### config.mk
export PLATFORM = sky130hd
export DESIGN_NAME = result_mailbox
export DESIGN_NICKNAME = d
export VERILOG_FILES = /design/src/rtl/result_mailbox.sv
export SDC_FILE = /design/constraint.sdc
export NUM_CORES = 1
export LEC_CHECK = 0
export CAP_MARGIN = 30
export CORE_MARGIN = 5
export CORE_UTILIZATION = 45
export CTS_CLUSTER_SIZE = 10
export DETAILED_ROUTE_END_ITERATION = 8
export GPL_TIMING_DRIVEN = 0
export PLACE_DENSITY = 0.83
export SLEW_MARGIN = 15
export SYNTH_ARGS = -nofsm -noshare
export SYNTH_HDL_FRONTEND = slang
export SYNTH_SLANG_ARGS = --single-unit
### constraint.sdc
create_clock -name clk_i -period 5.5 [get_ports clk_i]
set_clock_uncertainty 0.1 [all_clocks]
set_input_delay 0.825 -clock clk_i [delete_from_list [all_inputs] [get_ports clk_i]]
set_output_delay 0.825 -clock clk_i [all_outputs]
set_load 0.03 [all_outputs]
### src/rtl/result_mailbox.sv
// End-of-test mailbox on the core data bus: FLAG/RESULT registers, a run-cycle
// counter and a sticky watchdog that fires if no completion flag arrives in time.
module result_mailbox #(
  parameter logic [31:0] BASE_ADDR      = 32'h0001_0000,
  parameter int          TIMEOUT_CYCLES = 100,
  parameter int          CNT_W          = 32
) (
  input  logic             clk_i,
  input  logic             rst_ni,
  input  logic             fetch_enable_i,
  input  logic             data_req_i,
  output logic             data_gnt_o,
  output logic             data_rvalid_o,
  input  logic [31:0]      data_addr_i,
  input  logic             data_we_i,
  input  logic [3:0]       data_be_i,
  input  logic [31:0]      data_wdata_i,
  output logic [31:0]      data_rdata_o,
  output logic             data_err_o,
  output logic [31:0]      mem_flag_o,
  output logic [31:0]      mem_result_o,
  output logic [CNT_W-1:0] cycles_o,
  output logic             timeout_o
);

  // state   | meaning
  // IDLE    | waiting for fetch_enable_i, counter held at 0
  // RUN     | counting cycles, watching for a nonzero FLAG write
  // DONE    | completion flag seen; terminal until reset
  // TIMEOUT | watchdog expired; terminal until reset
  localparam logic [1:0] ST_IDLE    = 2'd0;
  localparam logic [1:0] ST_RUN     = 2'd1;
  localparam logic [1:0] ST_DONE    = 2'd2;
  localparam logic [1:0] ST_TIMEOUT = 2'd3;

  localparam logic [CNT_W-1:0] CNT_ONE     = CNT_W'(1);
  localparam logic [CNT_W-1:0] TIMEOUT_CNT = CNT_W'(TIMEOUT_CYCLES);

  logic [1:0]       state;
  logic [CNT_W-1:0] cnt;
  logic [CNT_W-1:0] cnt_inc;
  logic [31:0]      flag_reg;
  logic [31:0]      result_reg;
  logic [31:0]      rdata_reg;
  logic             rvalid_reg;
  logic             err_reg;

  logic        hit;
  logic [1:0]  off;
  logic        wr_ok;
  logic        flag_wr;
  logic        result_wr;
  logic        acc_err;
  logic [31:0] flag_next;
  logic [31:0] result_next;
  logic [31:0] cycles_ext;
  logic [31:0] status;
  logic [31:0] rd_val;
  logic        unused_addr_bits;

  assign unused_addr_bits = ^data_addr_i[1:0];

  assign hit       = (data_addr_i[31:4] == BASE_ADDR[31:4]);
  assign off       = data_addr_i[3:2];
  assign wr_ok     = (state == ST_IDLE) || (state == ST_RUN);
  assign flag_wr   = data_req_i && data_we_i && hit && (off == 2'd0) && wr_ok;
  assign result_wr = data_req_i && data_we_i && hit && (off == 2'd1) && wr_ok;
  // Read-only registers report an error on write; terminal-state writes to FLAG/RESULT do not.
  assign acc_err   = data_req_i && (!hit || (data_we_i && off[1]));

  always_comb begin
    flag_next   = flag_reg;
    result_next = result_reg;
    for (int i = 0; i < 4; i++) begin
      if (data_be_i[i]) begin
        flag_next[8*i +: 8]   = data_wdata_i[8*i +: 8];
        result_next[8*i +: 8] = data_wdata_i[8*i +: 8];
      end
    end
  end

  always_comb begin
    cycles_ext             = '0;
    cycles_ext[CNT_W-1:0]  = cnt;
  end

  assign status  = {28'd0, state, (state == ST_TIMEOUT), (state == ST_DONE)};
  assign cnt_inc = (cnt == {CNT_W{1'b1}}) ? cnt : cnt + CNT_ONE;

  always_comb begin
    case (off)
      2'd0:    rd_val = flag_reg;
      2'd1:    rd_val = result_reg;
      2'd2:    rd_val = cycles_ext;
      default: rd_val = status;
    endcase
  end

  always_ff @(posedge clk_i or negedge rst_ni) begin
    if (!rst_ni) begin
      state      <= ST_IDLE;
      cnt        <= '0;
      flag_reg   <= '0;
      result_reg <= '0;
      rdata_reg  <= '0;
      rvalid_reg <= 1'b0;
      err_reg    <= 1'b0;
    end else begin
      rvalid_reg <= data_req_i;
      err_reg    <= acc_err;
      rdata_reg  <= (data_req_i && !data_we_i && !acc_err) ? rd_val : 32'd0;
      if (flag_wr)   flag_reg   <= flag_next;
      if (result_wr) result_reg <= result_next;
      case (state)
        ST_IDLE: begin
          cnt <= '0;
          if (fetch_enable_i) state <= ST_RUN;
        end
        ST_RUN: begin
          cnt <= cnt_inc;
          // A completing FLAG write beats a watchdog expiry on the same edge.
          if (flag_wr && (flag_next != 32'd0)) state <= ST_DONE;
          else if (cnt_inc >= TIMEOUT_CNT)     state <= ST_TIMEOUT;
        end
        default: state <= state;
      endcase
    end
  end

  assign data_gnt_o    = data_req_i;
  assign data_rvalid_o = rvalid_reg;
  assign data_rdata_o  = rdata_reg;
  assign data_err_o    = err_reg;
  assign mem_flag_o    = flag_reg;
  assign mem_result_o  = result_reg;
  assign cycles_o      = cnt;
  assign timeout_o     = (state == ST_TIMEOUT);

endmodule

==> impl_metrics.env, run 1 <==
export IMPL_status="finished, final reports clean"
export IMPL_multiInputGateArea_sq_um=3390
export IMPL_critPathMaxFanout=8
export IMPL_drt_iter0_drc=662
export IMPL_place_area_sq_um=9210
export IMPL_cts_resized=0
export IMPL_synth_avg_cell_area_sq_um=10.2
export IMPL_gp_congestion=0.948
export IMPL_wl_um=23800
export IMPL_die_height_um=134
export IMPL_drv_slew=0
export IMPL_post_route_min_period_ns=3.65
export IMPL_ioPinCount=205
export IMPL_maxSlewHeadroom=0.441
export IMPL_crit_chain="ha_1, nand3_1, nor3_2, nand2_1, or4_1, a2111o_1, nor4_1, a21oi_1"
export IMPL_rr_worst_depth=8
export IMPL_nFillCells=1151
export IMPL_final_common_cell="clkdlybuf4s50_1"
export IMPL_synth_top_family_by_area="simple AND/OR/NAND/NOR gates"
export IMPL_setup_violations=0
export IMPL_dieWidth_um=134
export IMPL_yosys_area_share_simple=0.178
export IMPL_synth_edff_count=0
export IMPL_layoutNonFillerInstCount=1101
export IMPL_die_area_sq_um=18000
export IMPL_clkLatencyLatePin_ns=0.43
export IMPL_synth_area_sq_um=6940
export IMPL_grt_max_degree=75
export IMPL_synth_mux_area_frac=0.163
export IMPL_synth_seq_cells=132
export IMPL_synthArstFlopShare=1.00
export IMPL_h_tree_depth=4
export IMPL_place_hpwl_um=17600
export IMPL_path_class="register to register"
export IMPL_layout_drive_gt1_share=0.145
export IMPL_min_period_over_period=0.664
export IMPL_yosys_area_top_type="dfrtp_1"
export IMPL_rrSetupSlack_ns=1.85
export IMPL_end_kind="register"
export IMPL_synth_compound_area_share=0.134
export IMPL_hp_class="input pin to async pin"
export IMPL_synth_xor_area_share=0.0114
export IMPL_r2r_start="cycles_o[0]$_DFFE_PN0N_"
export IMPL_synthFlopType="dfrtp_1"
export IMPL_cts_buffers_inserted=17
export IMPL_wire_per_inst_um=21.6
export IMPL_grt_met1_usage=0.342
export IMPL_cts_setup_buffers=0
export IMPL_synthTopCellsByArea="dfrtp_1, mux2_2, mux2i_1, nor2_1, a21oi_1"
export IMPL_synth_fp_nets=753
export IMPL_vias_per_cell=6.04
export IMPL_drc=0
export IMPL_diodes=0
export IMPL_syn2layout_area_growth_pct=41.5
export IMPL_netlist_instances=679
export IMPL_grt_use_met2=0.426
export IMPL_rows=45
export IMPL_powerDensity_nw_per_um2=230
export IMPL_core_sq_um=15100
export IMPL_grt_busiest_layer="met2"
export IMPL_first_pass_iters=7
export IMPL_finish_utilization=0.648
export IMPL_finalInstanceArea_sq_um=9820
export IMPL_grt_pass1_vias=6584
export IMPL_cp_required_ns=5.69
export IMPL_rsz0062_at_grt="no"
export IMPL_max_freq_mhz=274
export IMPL_cts_root_buf="clkbuf_16"
export IMPL_slowest_stage="or4_1"
export IMPL_peakVddDrop_uv=208
export IMPL_grt_antenna_before_repair=0
export IMPL_synth_distinct_cells=58
export IMPL_grt_util_all_layers=0.264
export IMPL_synth_top_area_share=0.476
export IMPL_path_delay_family="simple AND/OR/NAND/NOR gates"
export IMPL_vias=6647
export IMPL_ys_seq_area_frac=0.476
export IMPL_max_stage_delay_ns=0.67
export IMPL_clk_pin_slew_ns=0.06
export IMPL_critPathBufInv=0
export IMPL_start_kind="register"
export IMPL_antenna_left=0
export IMPL_r2r_end="state[1]$_DFFE_PN0P_"
export IMPL_yosys_warnings=0
export IMPL_grt_pass1_wl_um=37100
export IMPL_hold_viol_final=0
export IMPL_postCtsHoldBufs=0
export IMPL_dp_cells=1068
export IMPL_maxCapViolations=0
export IMPL_clockBufferDepth=2
export IMPL_hold_ws_ns=0.323
export IMPL_cts_tree="yes"
export IMPL_tightestPinTransition_ns=0.836
export IMPL_worstPathArrival_ns=3.84
export IMPL_final_nets=974
export IMPL_synthAdderAreaFrac=0.00180
export IMPL_grt_overflow=0
export IMPL_power_mw=2.26
export IMPL_area_sequential_sq_um=3300
export IMPL_initial_core_util=0.458
export IMPL_place_port_buffers=200
export IMPL_final_cell_mix="clkdlybuf4s50_1, dfrtp_1, nor2_1"
export IMPL_p_leak_nw=4.22
export IMPL_cts_sinks=132
export IMPL_gr_usage_met3=0.0638
-- power breakdown --
part,switching (mW),internal [mW]
registers,0.000197,0.972
clock network,0.434,0.736
logic,0.0585,0.0612
-- state kept, by name (all words and copies together), names as in the netlist --
name and count:
mem_result_o 32, state 2, mem_flag_o 32, data_err_o 1, data_rvalid_o 1, cycles_o 32, data_rdata_o 32
-- worst max-delay path by stage --
stage,to,startpoint,slack [ns],cells after the start
after floorplan,state[1]$_DFFE_PN0P_,cycles_o[0]$_DFFE_PN0N_,2.36,10
after global placement,cycles_o[25]$_DFFE_PN0N_,rst_ni,-1.57,1
after detailed placement,mem_flag_o[19]$_DFFE_PN0P_,data_addr_i[12],1.75,8
after CTS,state[1]$_DFFE_PN0P_,cycles_o[0]$_DFFE_PN0N_,1.91,9
after global routing,state[1]$_DFFE_PN0P_,cycles_o[0]$_DFFE_PN0N_,1.67,9
final,state[1]$_DFFE_PN0P_,cycles_o[0]$_DFFE_PN0N_,1.85,8
-- synthesized netlist by cell type (2+ instances only) --
library cell  count
nor3_1           11
xnor2_1           7
a21o_1            9
o41ai_1           2
o31ai_1          19
buf_2            15
a22o_1            7
nor2_1           80
o21ai_0          25
and3_1           12
o211ai_1          5
o22ai_1           5
a31oi_1           7
or4_1             9
nor4_1           13
nand2_1          39
dfrtp_1         132
nor2b_1           6
xor2_1            2
a211oi_1          3
and2_1            4
o311a_1           2
buf_4             4
clkbuf_1         29
mux2i_1          31
or4b_2            4
nor3b_1           3
nand4_1          18
nand2b_1          5
or3_1             2
buf_1             6
nand3_1          17
mux2_2           65
a21oi_1          45
mux4_2            4
and4_1           10
-- logic make-up (layout without fill, tap and decap cells) --
kind of cell	Yosys count	after routing
compound gates	142	142
xor+xnor	9	9
fa+ha+maj	1	1
buf+inv	56	290
flops	132	132
mux	100	100
simple gates	239	239
-- per-stage QoR --
stage                     worst slack (ns)  TNS (ns)
after global routing                  1.67         0
after detailed placement              1.75         0
after CTS                             1.91         0
after floorplan                       2.36         0
after global placement               -1.57   -205.66
final                                 1.85         0
-- per-layer routing --
| metal | wire, um | part of all wire | up-vias |
|---|---|---|---|
| li1 | - | - | 2966 |
| met1 | 9500 | 0.40 | 3296 |
| met2 | 11700 | 0.49 | 324 |
| met3 | 1900 | 0.080 | 61 |
| met4 | 734 | 0.031 | 0 |
| met5 | 0 | 0 | - |
-- layout make-up --
| type | instances | area share |
|---|---|---|
| multi-input cells | 491 | 0.345 |
| flip-flops and latches | 132 | 0.336 |
| repair buffers | 202 | 0.207 |
| clock buffers | 20 | 0.0465 |
| plain buffers | 54 | 0.0241 |
| well taps | 188 | 0.0239 |
| clock inverters | 12 | 0.0157 |
| inverters | 2 | 0.000764 |
Power figures use the tool's default switching activity.
==> run 2: changes to the inputs <==
- CORE_UTILIZATION: 45 -> 43
- clock period: 5.5 -> 3.1 ns (I/O delays scaled with it)
==> impl_metrics.env, run 2 (synthesized netlist as in run 1, its figures left out) <==
export IMPL_die_area_sq_um=18800
export IMPL_cts_buffers_inserted=17
export IMPL_setup_violations=0
export IMPL_grt_overflow=0
export IMPL_r2r_end="state[1]$_DFFE_PN0P_"
export IMPL_crit_start="cycles_o[17]$_DFFE_PN0N_"
export IMPL_p_sw_mw=0.808
export IMPL_hp_class="register to register"
export IMPL_first_pass_iters=6
export IMPL_final_nets=975
export IMPL_path_class="register to register"
export IMPL_worstPathArrival_ns=3.24
export IMPL_gr_usage_met3=0.0710
export IMPL_gp_congestion=0.919
export IMPL_layoutNonFillerInstCount=1127
export IMPL_cp_required_ns=3.29
export IMPL_core_sq_um=15900
export IMPL_powerDensity_nw_per_um2=379
export IMPL_maxSlewHeadroom=0.371
export IMPL_rrSetupSlack_ns=0.05
export IMPL_grt_antenna_before_repair=0
export IMPL_vias_per_cell=5.78
export IMPL_start_kind="register"
export IMPL_drc=0
export IMPL_p_leak_nw=4.24
export IMPL_h_tree_depth=4
export IMPL_cts_tree="yes"
export IMPL_place_hpwl_um=17100
export IMPL_grt_use_met2=0.396
export IMPL_status="finished, final reports clean"
export IMPL_tightestPinTransition_ns=0.944
export IMPL_finalInstanceArea_sq_um=9940
export IMPL_layout_drive_gt1_share=0.171
export IMPL_drt_iter0_drc=515
export IMPL_clockBufferDepth=2
export IMPL_wire_per_inst_um=20.7
export IMPL_p_int_mw=2.96
export IMPL_final_common_cell="clkdlybuf4s50_1"
export IMPL_clk_pin_slew_ns=0.05
export IMPL_grt_util_all_layers=0.247
export IMPL_swShare=0.214
export IMPL_p_seq_frac=0.458
export IMPL_grt_busiest_layer="met2"
export IMPL_end_kind="register"
export IMPL_ioPinCount=205
export IMPL_antenna_left=0
export IMPL_diodes=0
export IMPL_grt_pass1_vias=6438
export IMPL_dieWidth_um=137
export IMPL_grt_met1_usage=0.329
export IMPL_grt_max_degree=80
export IMPL_power_mw=3.77
export IMPL_critPathMaxFanout=10
export IMPL_r2r_start="cycles_o[17]$_DFFE_PN0N_"
export IMPL_cts_sinks=132
export IMPL_maxCapViolations=0
export IMPL_hold_viol_final=0
export IMPL_max_freq_mhz=328
export IMPL_rr_worst_depth=9
export IMPL_vias=6519
export IMPL_rsz0062_at_grt="yes"
export IMPL_place_port_buffers=200
export IMPL_cts_root_buf="clkbuf_16"
export IMPL_min_period_over_period=0.984
export IMPL_pwr_share_comb=0.058
export IMPL_drv_slew=0
export IMPL_clkLatencyLatePin_ns=0.42
export IMPL_initial_core_util=0.437
export IMPL_critPathCapture="state[1]$_DFFE_PN0P_"
export IMPL_syn2layout_area_growth_pct=43.3
export IMPL_finish_utilization=0.626
export IMPL_post_route_min_period_ns=3.05
export IMPL_clock_power_share=0.484
export IMPL_die_height_um=137
export IMPL_rows=46
export IMPL_final_cell_mix="clkdlybuf4s50_1, dfrtp_1, nor2_1"
export IMPL_grt_pass1_wl_um=35800
export IMPL_hold_ws_ns=0.434
export IMPL_place_area_sq_um=9240
export IMPL_wl_um=23300
export IMPL_peakVddDrop_uv=414
export IMPL_dp_cells=1096
run 2: final cells by class:
| class | instances | area [sq um] |
|---|---|---|
| Buffer | 49 | 254 |
| Clock buffer | 24 | 472 |
| Clock inverter | 5 | 53.8 |
| Fill cell | 1334 | 5940 |
| Inverter | 2 | 7.51 |
| Multi-Input combinational cell | 491 | 3490 |
| Sequential cell | 132 | 3310 |
| Tap cell | 216 | 270 |
| Timing Repair Buffer | 208 | 2090 |
run 2: power by group through the flow:
stage          Combinational, mW  Sequential [mW]  Clock, mW
2_1_floorplan             0.0499             1.76          0
3_3_place_gp               0.209             1.76          0
3_5_place_dp               0.217             1.76          0
4_1_cts                    0.220             1.73       1.85
5_1_grt                    0.236             1.73       1.93
6_report                   0.218             1.73       1.83
run 2: stage by stage:
step / setup WS (ns) / TNS, ns
after floorplan: 0.0627 / 0
after global placement: -4.11 / -489.22
after detailed placement: -0.352 / -12.53
after CTS: 0.0293 / 0
after global routing: -0.0345 / -0.0345
final: 0.0501 / 0
run 2: layer usage:
metal	routed length, um	share of wire
met1	9700	0.42
met2	11300	0.49
met3	1830	0.079
met4	401	0.017
met5	0	0
run 2: worst min-delay path by stage:
stage	depth (start not counted)	end	slack (ns)	from
2_1_floorplan	0	cycles_o[0]$_DFFE_PN0N_	0.07	rst_ni
3_3_place_gp	1	mem_result_o[6]$_DFFE_PN0P_	0.41	mem_result_o[6]$_DFFE_PN0P_
3_5_place_dp	1	cycles_o[5]$_DFFE_PN0N_	0.35	rst_ni
4_1_cts	1	mem_result_o[24]$_DFFE_PN0P_	0.43	mem_result_o[24]$_DFFE_PN0P_
5_1_grt	1	mem_result_o[24]$_DFFE_PN0P_	0.45	mem_result_o[24]$_DFFE_PN0P_
6_report	1	mem_result_o[12]$_DFFE_PN0P_	0.43	mem_result_o[12]$_DFFE_PN0P_
run 2: critical path: stages, from the launching register on:
cell and delay (ns):
dfrtp_1 0.36, buf_6 0.16, nand4_1 0.21, or4_1 0.51, buf_4 0.19, o311ai_4 0.34, xnor2_1 0.10, or4_4 0.43
a2111oi_4 0.39, a21oi_1 0.13
run 2: repair_timing:
item	4_1_cts	5_1_grt
hold endpoints to repair	53	0
hold buffers	1	0
resized for setup	5	42
pin swaps	0	3
cloned	0	0
endpoints found under the setup margin	1	29
setup buffers	2	4
==> run 3: changes to the inputs <==
- CORE_UTILIZATION: 43 -> 45
- CTS_CLUSTER_DIAMETER: unset -> 80
- clock period: 3.1 -> 2.9 ns (I/O delays scaled with it)
==> impl_metrics.env, run 3 (synthesized netlist as in run 1, its figures left out) <==
export IMPL_setup_slack_ns=-0.144
export IMPL_cts_buffers_inserted=17
export IMPL_antenna_left=0
export IMPL_die_height_um=134
export IMPL_peakVddDrop_uv=362
export IMPL_wire_per_inst_um=22.0
export IMPL_max_freq_mhz=329
export IMPL_end_kind="register"
export IMPL_grt_overflow=0
export IMPL_grt_max_degree=76
export IMPL_dieWidth_um=134
export IMPL_final_common_cell="clkdlybuf4s50_1"
export IMPL_core_sq_um=15100
export IMPL_post_route_min_period_ns=3.04
export IMPL_first_pass_iters=5
export IMPL_rsz0062_at_grt="yes"
export IMPL_final_cell_mix="clkdlybuf4s50_1, dfrtp_1, nor2_1"
export IMPL_worstPathArrival_ns=3.24
export IMPL_tightestPinTransition_ns=0.841
export IMPL_place_hpwl_um=17600
export IMPL_start_kind="register"
export IMPL_powerDensity_nw_per_um2=428
export IMPL_setup_violations=1
export IMPL_gp_congestion=0.949
export IMPL_finalInstanceArea_sq_um=10200
export IMPL_hold_ws_ns=0.432
export IMPL_clk_pin_slew_ns=0.06
export IMPL_cp_required_ns=3.09
export IMPL_hold_viol_final=0
export IMPL_drv_slew=0
export IMPL_grt_pass1_wl_um=37800
export IMPL_drc=0
export IMPL_status="complete, but fails checks"
export IMPL_rows=45
export IMPL_die_area_sq_um=18000
export IMPL_wl_um=24400
export IMPL_ioPinCount=205
export IMPL_p_leak_nw=4.40
export IMPL_maxCapViolations=0
export IMPL_clockBufferDepth=2
export IMPL_clkLatencyLatePin_ns=0.42
export IMPL_place_area_sq_um=9270
export IMPL_critPathMaxFanout=9
export IMPL_vias_per_cell=6.11
export IMPL_grt_antenna_before_repair=0
export IMPL_violations="negative setup slack"
export IMPL_final_nets=982
export IMPL_syn2layout_area_growth_pct=47.0
export IMPL_cts_sinks=132
export IMPL_vias=6776
export IMPL_path_class="register to register"
export IMPL_grt_util_all_layers=0.270
export IMPL_diodes=0
export IMPL_initial_core_util=0.458
export IMPL_drt_iter0_drc=719
export IMPL_maxSlewHeadroom=0.439
export IMPL_layout_drive_gt1_share=0.204
export IMPL_grt_pass1_vias=6786
export IMPL_place_port_buffers=200
export IMPL_cts_root_buf="clkbuf_16"
export IMPL_cts_tree="yes"
export IMPL_nFillCells=1145
export IMPL_hp_class="register to register"
export IMPL_min_period_over_period=1.05
export IMPL_h_tree_depth=4
## run 3: worst max-delay path, cell delays in order (launching register included)
cell and delay [ns]:
dfrtp_1 0.36, buf_6 0.11, nand4_1 0.20, or4_4 0.60, buf_6 0.16, o311ai_4 0.35, xnor2_1 0.12, or4_4 0.44
a2111oi_4 0.37, a21oi_2 0.10
## run 3: metal layers
metal  vias to the layer above  routed length [um]  global-route usage
li1                       2980                   -                   -
met1                      3315                9630               0.360
met2                       404               11800               0.426
met3                        77                1970              0.0604
met4                         0                 984               0.120
met5                         -                   0                   0
## run 3: metrics by stage
stage | setup TNS (ns) | instances | setup slack [ns] | power [mW] | utilization
after floorplan | 0 | 679 | 0.00190 | 1.93 | -
after global placement | -527.23 | 1067 | -4.28 | 2.10 | 0.610
after detailed placement | -22.48 | 1068 | -0.424 | 2.11 | 0.612
after CTS | 0 | 1098 | 0.000194 | 4.39 | 0.664
after global routing | -0.233 | 1109 | -0.233 | 4.49 | 0.674
final | -0.144 | 1109 | -0.144 | 4.37 | 0.674
## run 3: final cells by class
type	instances	area, sq um	share of cell area
Clock inverter	14	190	0.0186
Tap cell	188	235	0.0231
Clock buffer	18	439	0.0430
Timing Repair Buffer	221	2180	0.214
Inverter	2	7.51	0.000736
Multi-Input combinational cell	491	3570	0.350
Sequential cell	132	3330	0.326
Buffer	43	251	0.0246
## run 3: report_power, final
part           switching [mW]  internal [mW]  leakage, nW
Sequential           0.000474           1.84         1.80
Clock                   0.888           1.40        0.306
Combinational           0.113          0.117         2.29
## run 3: path summary, 6_finish.rpt
path / from / end / slack [ns] / cells after the start
min in group asynchronous: rst_ni / cycles_o[10]$_DFFE_PN0N_ / 0.46 / 2
worst min-delay path: mem_result_o[26]$_DFFE_PN0P_ / mem_result_o[26]$_DFFE_PN0P_ / 0.43 / 1
worst max register to register: cycles_o[19]$_DFFE_PN0N_ / state[1]$_DFFE_PN0P_ / -0.14 / 9
worst max-delay path: cycles_o[19]$_DFFE_PN0N_ / state[1]$_DFFE_PN0P_ / -0.14 / 9
max in group asynchronous: rst_ni / cycles_o[14]$_DFFE_PN0N_ / 1.43 / 3
worst min register to register: mem_result_o[26]$_DFFE_PN0P_ / mem_result_o[26]$_DFFE_PN0P_ / 0.43 / 1
## run 3: repair_timing
item | 4_1_cts | 5_1_grt
resized for setup | 40 | 13
cloned | 0 | 0
hold buffers | 1 | 0
endpoints found under the hold margin | 57 | 0
pin swaps | 6 | 6
endpoints found under the setup margin | 2 | 65
setup buffers | 8 | 11
